## src/rtl/nibble_pkg.sv

```systemverilog
// Shared types and helpers for the nibble serializer.
// Latency: n/a (types and a pure function only).
// Backpressure: n/a.
package nibble_pkg;

    typedef enum logic {
        IDLE = 1'b0,
        SEND = 1'b1
    } state_t;

    localparam int NIB_W_DEFAULT = 4;

    // Widest word the selector handles; callers zero-extend into this width.
    localparam int WORD_W_MAX = 64;

    // Pick nibble number idx from word. With lsn_first the count starts at
    // bit 0; otherwise it starts at the top of the word, so the caller
    // left-justifies its word into WORD_W_MAX bits before calling.
    function automatic logic [NIB_W_DEFAULT-1:0] nib_sel(
        input logic [WORD_W_MAX-1:0] word,
        input int unsigned           idx,
        input logic                  lsn_first
    );
        int unsigned sh;
        if (lsn_first) begin
            sh = idx * NIB_W_DEFAULT;
        end else begin
            sh = WORD_W_MAX - NIB_W_DEFAULT - idx * NIB_W_DEFAULT;
        end
        return NIB_W_DEFAULT'(word >> sh);
    endfunction

endpackage

```

## src/rtl/nibble_serializer.sv

```systemverilog
// Splits an IN_W-bit word into IN_W/NIB_W nibbles, LSN or MSN first.
// Latency: nibble 0 valid the cycle after accept; N cycles/word, no bubbles when streaming.
// Backpressure: out_data/out_last/out_valid held while out_ready=0; in_ready only when idle or on last-nibble handshake.
module nibble_serializer
    import nibble_pkg::*;
#(
    parameter int IN_W      = 8,
    parameter int NIB_W     = NIB_W_DEFAULT,
    parameter int LSN_FIRST = 1
) (
    input  logic             clk,
    input  logic             rst_n,
    input  logic             clr,
    input  logic             in_valid,
    output logic             in_ready,
    input  logic [IN_W-1:0]  in_data,
    output logic             out_valid,
    input  logic             out_ready,
    output logic [NIB_W-1:0] out_data,
    output logic             out_en,
    output logic             out_last,
    output logic             busy
);

    // IN_W must be a multiple of NIB_W and hold at least two nibbles.
    localparam int N     = IN_W / NIB_W;
    localparam int IDX_W = (N > 1) ? $clog2(N) : 1;
    localparam logic [IDX_W-1:0] LAST_IDX = IDX_W'(N - 1);

    state_t state;
    state_t state_d;

    logic [IN_W-1:0]       word_q;
    logic [IDX_W-1:0]      idx;
    logic [IDX_W-1:0]      idx_inc;
    logic [WORD_W_MAX-1:0] in_ext;
    logic [WORD_W_MAX-1:0] word_ext;
    logic [NIB_W-1:0]      nib_first;
    logic [NIB_W-1:0]      nib_next;
    logic                  hs;
    logic                  fire_in;

    // MSN-first selection counts from the top, so left-justify the words.
    assign in_ext   = (LSN_FIRST != 0) ? WORD_W_MAX'(in_data)
                                       : (WORD_W_MAX'(in_data) << (WORD_W_MAX - IN_W));
    assign word_ext = (LSN_FIRST != 0) ? WORD_W_MAX'(word_q)
                                       : (WORD_W_MAX'(word_q) << (WORD_W_MAX - IN_W));

    assign idx_inc   = idx + IDX_W'(1);
    assign nib_first = NIB_W'(nib_sel(in_ext, 0, LSN_FIRST != 0));
    assign nib_next  = NIB_W'(nib_sel(word_ext, 32'(idx_inc), LSN_FIRST != 0));

    assign hs       = out_valid && out_ready;
    // Accepting on the last-nibble handshake is what removes the bubble.
    assign in_ready = !clr && ((state == IDLE) || (hs && out_last));
    assign fire_in  = in_valid && in_ready;
    assign busy     = (state == SEND);
    assign out_en   = out_data[NIB_W-1];

    // State register.
    always_ff @(posedge clk or negedge rst_n) begin
        if (!rst_n) begin
            state <= IDLE;
        end else begin
            state <= state_d;
        end
    end

    // Next state: flush beats everything, then a new word, then word completion.
    always_comb begin
        state_d = state;
        if (clr) begin
            state_d = IDLE;
        end else if (fire_in) begin
            state_d = SEND;
        end else if (hs && out_last) begin
            state_d = IDLE;
        end
    end

    // Word register, nibble counter and output register.
    always_ff @(posedge clk or negedge rst_n) begin
        if (!rst_n) begin
            word_q    <= '0;
            idx       <= '0;
            out_data  <= '0;
            out_valid <= 1'b0;
            out_last  <= 1'b0;
        end else if (clr) begin
            // out_data is left as-is; it is meaningless while out_valid=0.
            idx       <= '0;
            out_valid <= 1'b0;
            out_last  <= 1'b0;
        end else if (fire_in) begin
            word_q    <= in_data;
            idx       <= '0;
            out_data  <= nib_first;
            out_valid <= 1'b1;
            out_last  <= (N == 1);
        end else if (hs && !out_last) begin
            idx      <= idx_inc;
            out_data <= nib_next;
            out_last <= (idx_inc == LAST_IDX);
        end else if (hs && out_last) begin
            idx       <= '0;
            out_valid <= 1'b0;
            out_last  <= 1'b0;
        end
    end

endmodule
```

## config.mk

```make
export PLATFORM = sky130hd
export DESIGN_NAME = nibble_serializer
export DESIGN_NICKNAME = d
export VERILOG_FILES = /design/src/rtl/nibble_pkg.sv /design/src/rtl/nibble_serializer.sv
export SDC_FILE = /design/constraint.sdc
export NUM_CORES = 1
export LEC_CHECK = 0
export CAP_MARGIN = 20
export CELL_PAD_IN_SITES_DETAIL_PLACEMENT = 1
export CELL_PAD_IN_SITES_GLOBAL_PLACEMENT = 2
export CORE_MARGIN = 8
export CORE_UTILIZATION = 27
export DETAILED_ROUTE_END_ITERATION = 8
export PLACE_DENSITY = 0.81
export SLEW_MARGIN = 5
export SYNTH_ARGS = -nofsm -noshare
export SYNTH_HDL_FRONTEND = slang
export SYNTH_SLANG_ARGS = --single-unit
```

## constraint.sdc

```tcl
create_clock -name clk -period 1.8 [get_ports clk]
set_input_delay 0.27 -clock clk [delete_from_list [all_inputs] [get_ports clk]]
set_output_delay 0.27 -clock clk [all_outputs]
set_load 0.02 [all_outputs]
```

* After elaboration in Yosys (flattened, before gate mapping)
Cells that the tools add are included.
** Cells by class
- Reductions and logical operators :: 14
- Add/subtract/negate cells :: 1
- Eq/ne operators :: 1
- Bitwise gates (word level) :: 2
- Shift-type cells :: 1
- Mux-type cells :: 11
** Operators with widths (count)
- 1-bit two-way mux :: 9
- 4-bit two-way mux :: 2
- 8-bit by 3-bit >> shifter with 4-bit output :: 1
- 2-bit AND reduction :: 3
- 1-bit logical AND :: 5
- 4-bit nonzero test :: 1
- 3-bit != test, second input constant :: 1
- 3-bit nonzero test :: 1
- 1-bit zero test :: 2
- 1-bit NOT :: 2
- 2-bit nonzero test :: 1
- 1-bit adder, second input constant :: 1
- 1-bit logical OR :: 1
** Word-level totals
- Flip-flop bits (word level) :: 15
- Output and inout bits :: 9
- Input port bits :: 13
- Logic and storage cells :: 35

* Depth between registers and ports, before layout
- Word-level depth :: 7
- Mapped depth :: 5
- Gate-level depth less buffers :: 4

* Least setup slack after synthesis
No wires, ideal clock.
- Kind :: register -> register
- Start point :: reg out_last
- End point :: reg out_data[1]
- Arrival :: 1502 ps
- Library setup time :: 125 ps
- Cell stages (with the launch flop) :: 5
- Required time :: 1675 ps
- Setup slack :: 173 ps
- Clock period less this slack :: 1627 ps
- Path buffers :: 0
- Path through :: dfrtp_1 > nand3_2 > a21oi_4 > mux2_1 > mux2_4
** On the way
- Longest elaborated chain between the ends :: 6
- Elaborated cells between the ends (all ways) :: 12
- Those cells by class :: add/sub: 1; shift: 1; mux: 2; reduce/logical: 8
** Ends and longest elaborated chain
- start: declaration :: RTL line nibble_serializer.sv:21 : output logic out_last,
- start signal: assignment :: RTL line nibble_serializer.sv:99 : out_last <= (N == 1);
- start signal: assignment :: RTL line nibble_serializer.sv:103 : out_last <= (idx_inc == LAST_IDX);
- parallel branches: the longest is 6 deep, another holds 1-bit adder
- end signal: assignment :: RTL line nibble_serializer.sv:97 : out_data <= nib_first;
- end signal: assignment :: RTL line nibble_serializer.sv:102 : out_data <= nib_next;
- end: declaration :: RTL line nibble_serializer.sv:19 : output logic [NIB_W-1:0] out_data,
Several ways; the timed one is not identified. The select of a mux whose other input is x is not followed.
A chain may end at the register's enable or synchronous reset.

* Worst setup path after layout
- Start point :: in out_ready
- End point :: out in_ready
** On the way
- Longest elaborated chain between the ends :: 4
** Ends and longest elaborated chain
- start: declaration :: RTL line nibble_serializer.sv:18 : input logic out_ready,
- 1-bit logical AND :: RTL line nibble_serializer.sv:53 : assign hs = out_valid && out_ready;
- 1-bit logical AND :: RTL line nibble_serializer.sv:55 : assign in_ready = !clr && ((state == IDLE) || (hs && out_last));
- 1-bit logical OR :: RTL line nibble_serializer.sv:55
- 1-bit logical AND :: RTL line nibble_serializer.sv:55
- end: declaration :: RTL line nibble_serializer.sv:15 : output logic in_ready,
No other way between the ends.

==> results summary <==
The share of total power in sequential cells came out at between 40% and 50%. The detailed router finished its first iteration with 11 violations. The number of pins exceeding their max-slew limit in the final report is 0. The capture point of the worst reg-to-reg path is out_data[3]$_DFFE_PN0P_. Setup repair after global routing left no endpoint under its margin. The compound-cell area share of the yosys netlist is a little under an eighth. In the final design database the tool counted 96 nets. Of all cell types, the one taking the most synthesized area is dfrtp_1.

The maximum fanout count along the critical path came out at 3. The initial antenna violation count is 0. In this run the standard cell core region covers ~2400 sq um. The die is 65.3 microns tall. Using the TritonRoute via totals, the vias-per-cell ratio works out to between 4 and 5. A synthesized cell averages roughly 13 sq um. The slack of the worst reg-to-reg path is between 0.2 and 0.3 ns.

The worst hold path belongs to the class in2async. The number of antenna diodes in the final layout is 0. The critical path class is in2out. STA classifies the critical path endpoint as an output pin.

By area the synthesized netlist is led by dfrtp_1 50%, mux2_4 11%, mux2_2 6.9%, mux2_1 5.1%, a221o_1 3.0%. The die width came out at 65.3 microns. The via count of the first global-routing pass came out at between 500 and 600. The main combinational cell family by area after synthesis is multiplexers.

The later pin in the worst-skew pair is clocked with a latency of about 0.27 ns. The data required time at the worst endpoint came out at roughly 1.5 ns. The total length of routed wires is around 1600 microns.

For this design the top-level I/O count stands at 22. The flow ran to the end, and the final reports show no timing, DRC or antenna violations. The pin slew with the least headroom to its limit came out at 0.627 ns. Once detail routing completed, the nets flagged for antenna violations numbered 0.

In this run the worst setup path begins at out_ready. The H-tree depth came out at 1. The number of buffers created by CTS is 3. The sequential cell area fraction in the yosys report is between 40% and 50%. The multiplexer share of the synthesized area came out at a little under a quarter.

The share of synthesized area in the top cell type comes to between 40% and 50%. The multi-input gate area in the final layout came out at roughly 300 sq um. The fraction of power spent switching nets came out at just under 30%. For this run, the top clock speed supported by timing is between 500 and 600 MHz. The first detailed-routing pass ran for 4 iterations. The number of hold violations in the final report came out at 0. The number of port buffers is 21.

The global-route usage over all layers is between 8 and 9%. The simple-gate share of the synthesized area is a little under a tenth. The cell area that synthesis handed to floorplanning was approximately 660 sq um. The number of enable flip-flop cells after synthesis is 0. The startpoint class of the critical path is an input port. The number of cells on the worst reg-to-reg path is 6. Routability-driven placement finished with a final weighted congestion of 0.748. The effective utilization at floorplan is between 20 and 30%. The total number of vias is roughly 500.

The cell sitting at the root of the clock tree is a clkbuf_4. The largest voltage drop on the vdd net is between 400 and 500 uV. The number of DRC violations after detailed routing came out at 0. The switching power of the nets is ~0.26 mW.

The count of state elements after synthesis is 13. Summed over all nets, the half-perimeter wirelength after detailed placement is around 1300 microns. The die footprint is between 4000 and 5000 sq um. In this run the critical register-to-register path is launched from out_last$_DFFE_PN0P_. The register cell area after layout is 325 sq um. The Yosys step of the flow raised 0 warnings. At the worst endpoint, the arrival time is roughly 1.4 ns. The final core utilization is around two fifths. The count of unique library cells instantiated by Yosys is 21. The number of maximum-capacitance constraint violations is 0. Counting along the longest clock path gives a buffer depth of 2. The worst setup skew after layout came out at between 0.004 and 0.005 ns. Among all flip-flop cells after synthesis, the most frequent one is dfrtp_1.

The tree built by TritonCTS fans out to 13 sinks. The global-route wire length before repair is approximately 2700 microns. Of all flip-flops after synthesis, the portion carrying an async set or reset was 100%. The total design power came out at around 0.88 mW.

The cell-internal power is around 0.62 mW. TritonCTS built the clock tree. The post-placement worst setup slack is -0.167 ns.

The power density relative to cell area came out at between 800 and 900 nW/um^2. The final-layout fill cell count is 283. The combinational cell fraction of total power is 35.8%. The period utilization is between 90% and 100%. The xor and xnor area share after synthesis came out at between 1 and 1.5%.

In this run the static leakage power is 0.419 nW. The clock network is responsible for approximately 20% of the overall power. The synthesis-to-finish area growth is 49.0%.

The per-cell routed wire length came out at between 10 and 15 microns. The final worst-path setup slack is 0.118 ns. Entering global routing, the biggest net connects 14 pins.

The number of nets handed over by synthesis was 63. Cells with a size suffix above 1 make up a little under a third of the layout. Hold timing on the final database bottoms out at a slack of 0.384 ns. Row generation in the floorplan step produced 18 rows. The total setup violations reported at the end of the flow came out at 0. Summing the areas of all fa, ha and maj instances in the mapped netlist gives 0% of the synthesized area. In this run the tightest slew margin relative to its limit is about three fifths. The synthesized instance count came out at 50. The final critical path time including I/O delays and setup came out at 1.68 ns. The total grt overflow is 0. The clock edge transition at the registers on the reported setup and hold paths is roughly 0.08 ns.
-- kinds of logic after synthesis --
logic type / count (synthesis)
flip-flops: 13
multiplexers: 12
AND/OR/NAND/NOR: 10
AO/OA/AOI/OAI: 9
buffers and inverters: 5
XOR/XNOR: 1
-- final cells by class --
type                       instances  area share [%]
multi-input combinational         32            30.4
clock buffer                       4            2.69
tap                               30            3.84
inverter                           2           0.767
timing repair buffer              31            29.0
sequential                        13            33.2
-- layer usage --
layer | GRT usage [%] | wire (microns) | up-vias
met1 | 9.15 | 710 | 244
li1 | - | - | 239
met2 | 12.5 | 785 | 19
met4 | 6.54 | 14 | 0
met5 | 0 | 0 | -
met3 | 3.06 | 132 | 2
-- metrics by stage --
step | setup TNS [ns] | cells | cell area [sq um]
global route | 0 | 112 | 978
global placement | -0.336 | 108 | 953
detailed placement | -0.602 | 108 | 953
floorplan | 0 | 50 | 657
finish | 0 | 112 | 978
CTS | 0 | 112 | 978
-- what timing repair did --
item,in CTS,in global routing
setup endpoints to repair,1,0
buffers inserted,0,0
gates resized for setup,1,0
hold buffers,0,0
-- cells in the final DEF (no fill, tap or decap) --
master            n
clkdlybuf4s50_1  20
dfrtp_1          13
buf_4            10
mux2_4            5
mux2_2            4
a21oi_1           3
mux2_1            3
clkbuf_4          3
nand2b_1          2
inv_1             2
nand2_1           2
and2_1            2
a221o_1           2
nand3_2           1
a21oi_4           1
o21bai_1          1
a21o_1            1
nor4b_1           1
nor2_1            1
a31o_2            1
xnor2_1           1
nor3_1            1
clkbuf_1          1
dlygate4sd2_1     1
-- sequential cells by signal (all words and copies together), names as in the netlist --
| name | flops |
|---|---|
| busy | 1 |
| out_data | 4 |
| out_last | 1 |
| out_valid | 1 |
| word_q | 6 |
-- worst max-delay path, stage by stage --
cell and delay, ns:
clkdlybuf4s50_1 0.51, nand3_2 0.13, a21oi_1 0.16, dlygate4sd2_1 0.34
-- power by group through the flow --
| stage | logic, mW | registers [mW] | clock network [mW] |
|---|---|---|---|
| 2_1_floorplan | 0.137 | 0.426 | 0 |
| 3_3_place_gp | 0.315 | 0.388 | 0 |
| 3_5_place_dp | 0.319 | 0.393 | 0 |
| 4_1_cts | 0.322 | 0.388 | 0.189 |
| 5_1_grt | 0.340 | 0.395 | 0.199 |
| 6_report | 0.315 | 0.387 | 0.178 |
-- Yosys cell counts, drive strengths merged (2+ instances only) --
cell type	count
a221o	2
nand2	2
buf	3
mux2	12
nand2b	2
and2	2
dfrtp	13
inv	2
a21oi	4
-- worst max-delay path by stage --
stage / to / slack [ns] / depth (start not counted)
detailed placement: in_ready / -0.17 / 4
global route: in_ready / 0.03 / 4
global placement: in_ready / -0.12 / 4
CTS: in_ready / 0.10 / 4
finish: in_ready / 0.12 / 4
floorplan: out_data[1]$_DFFE_PN0P_ / 0.17 / 4
(Power assumes the default switching activity.)
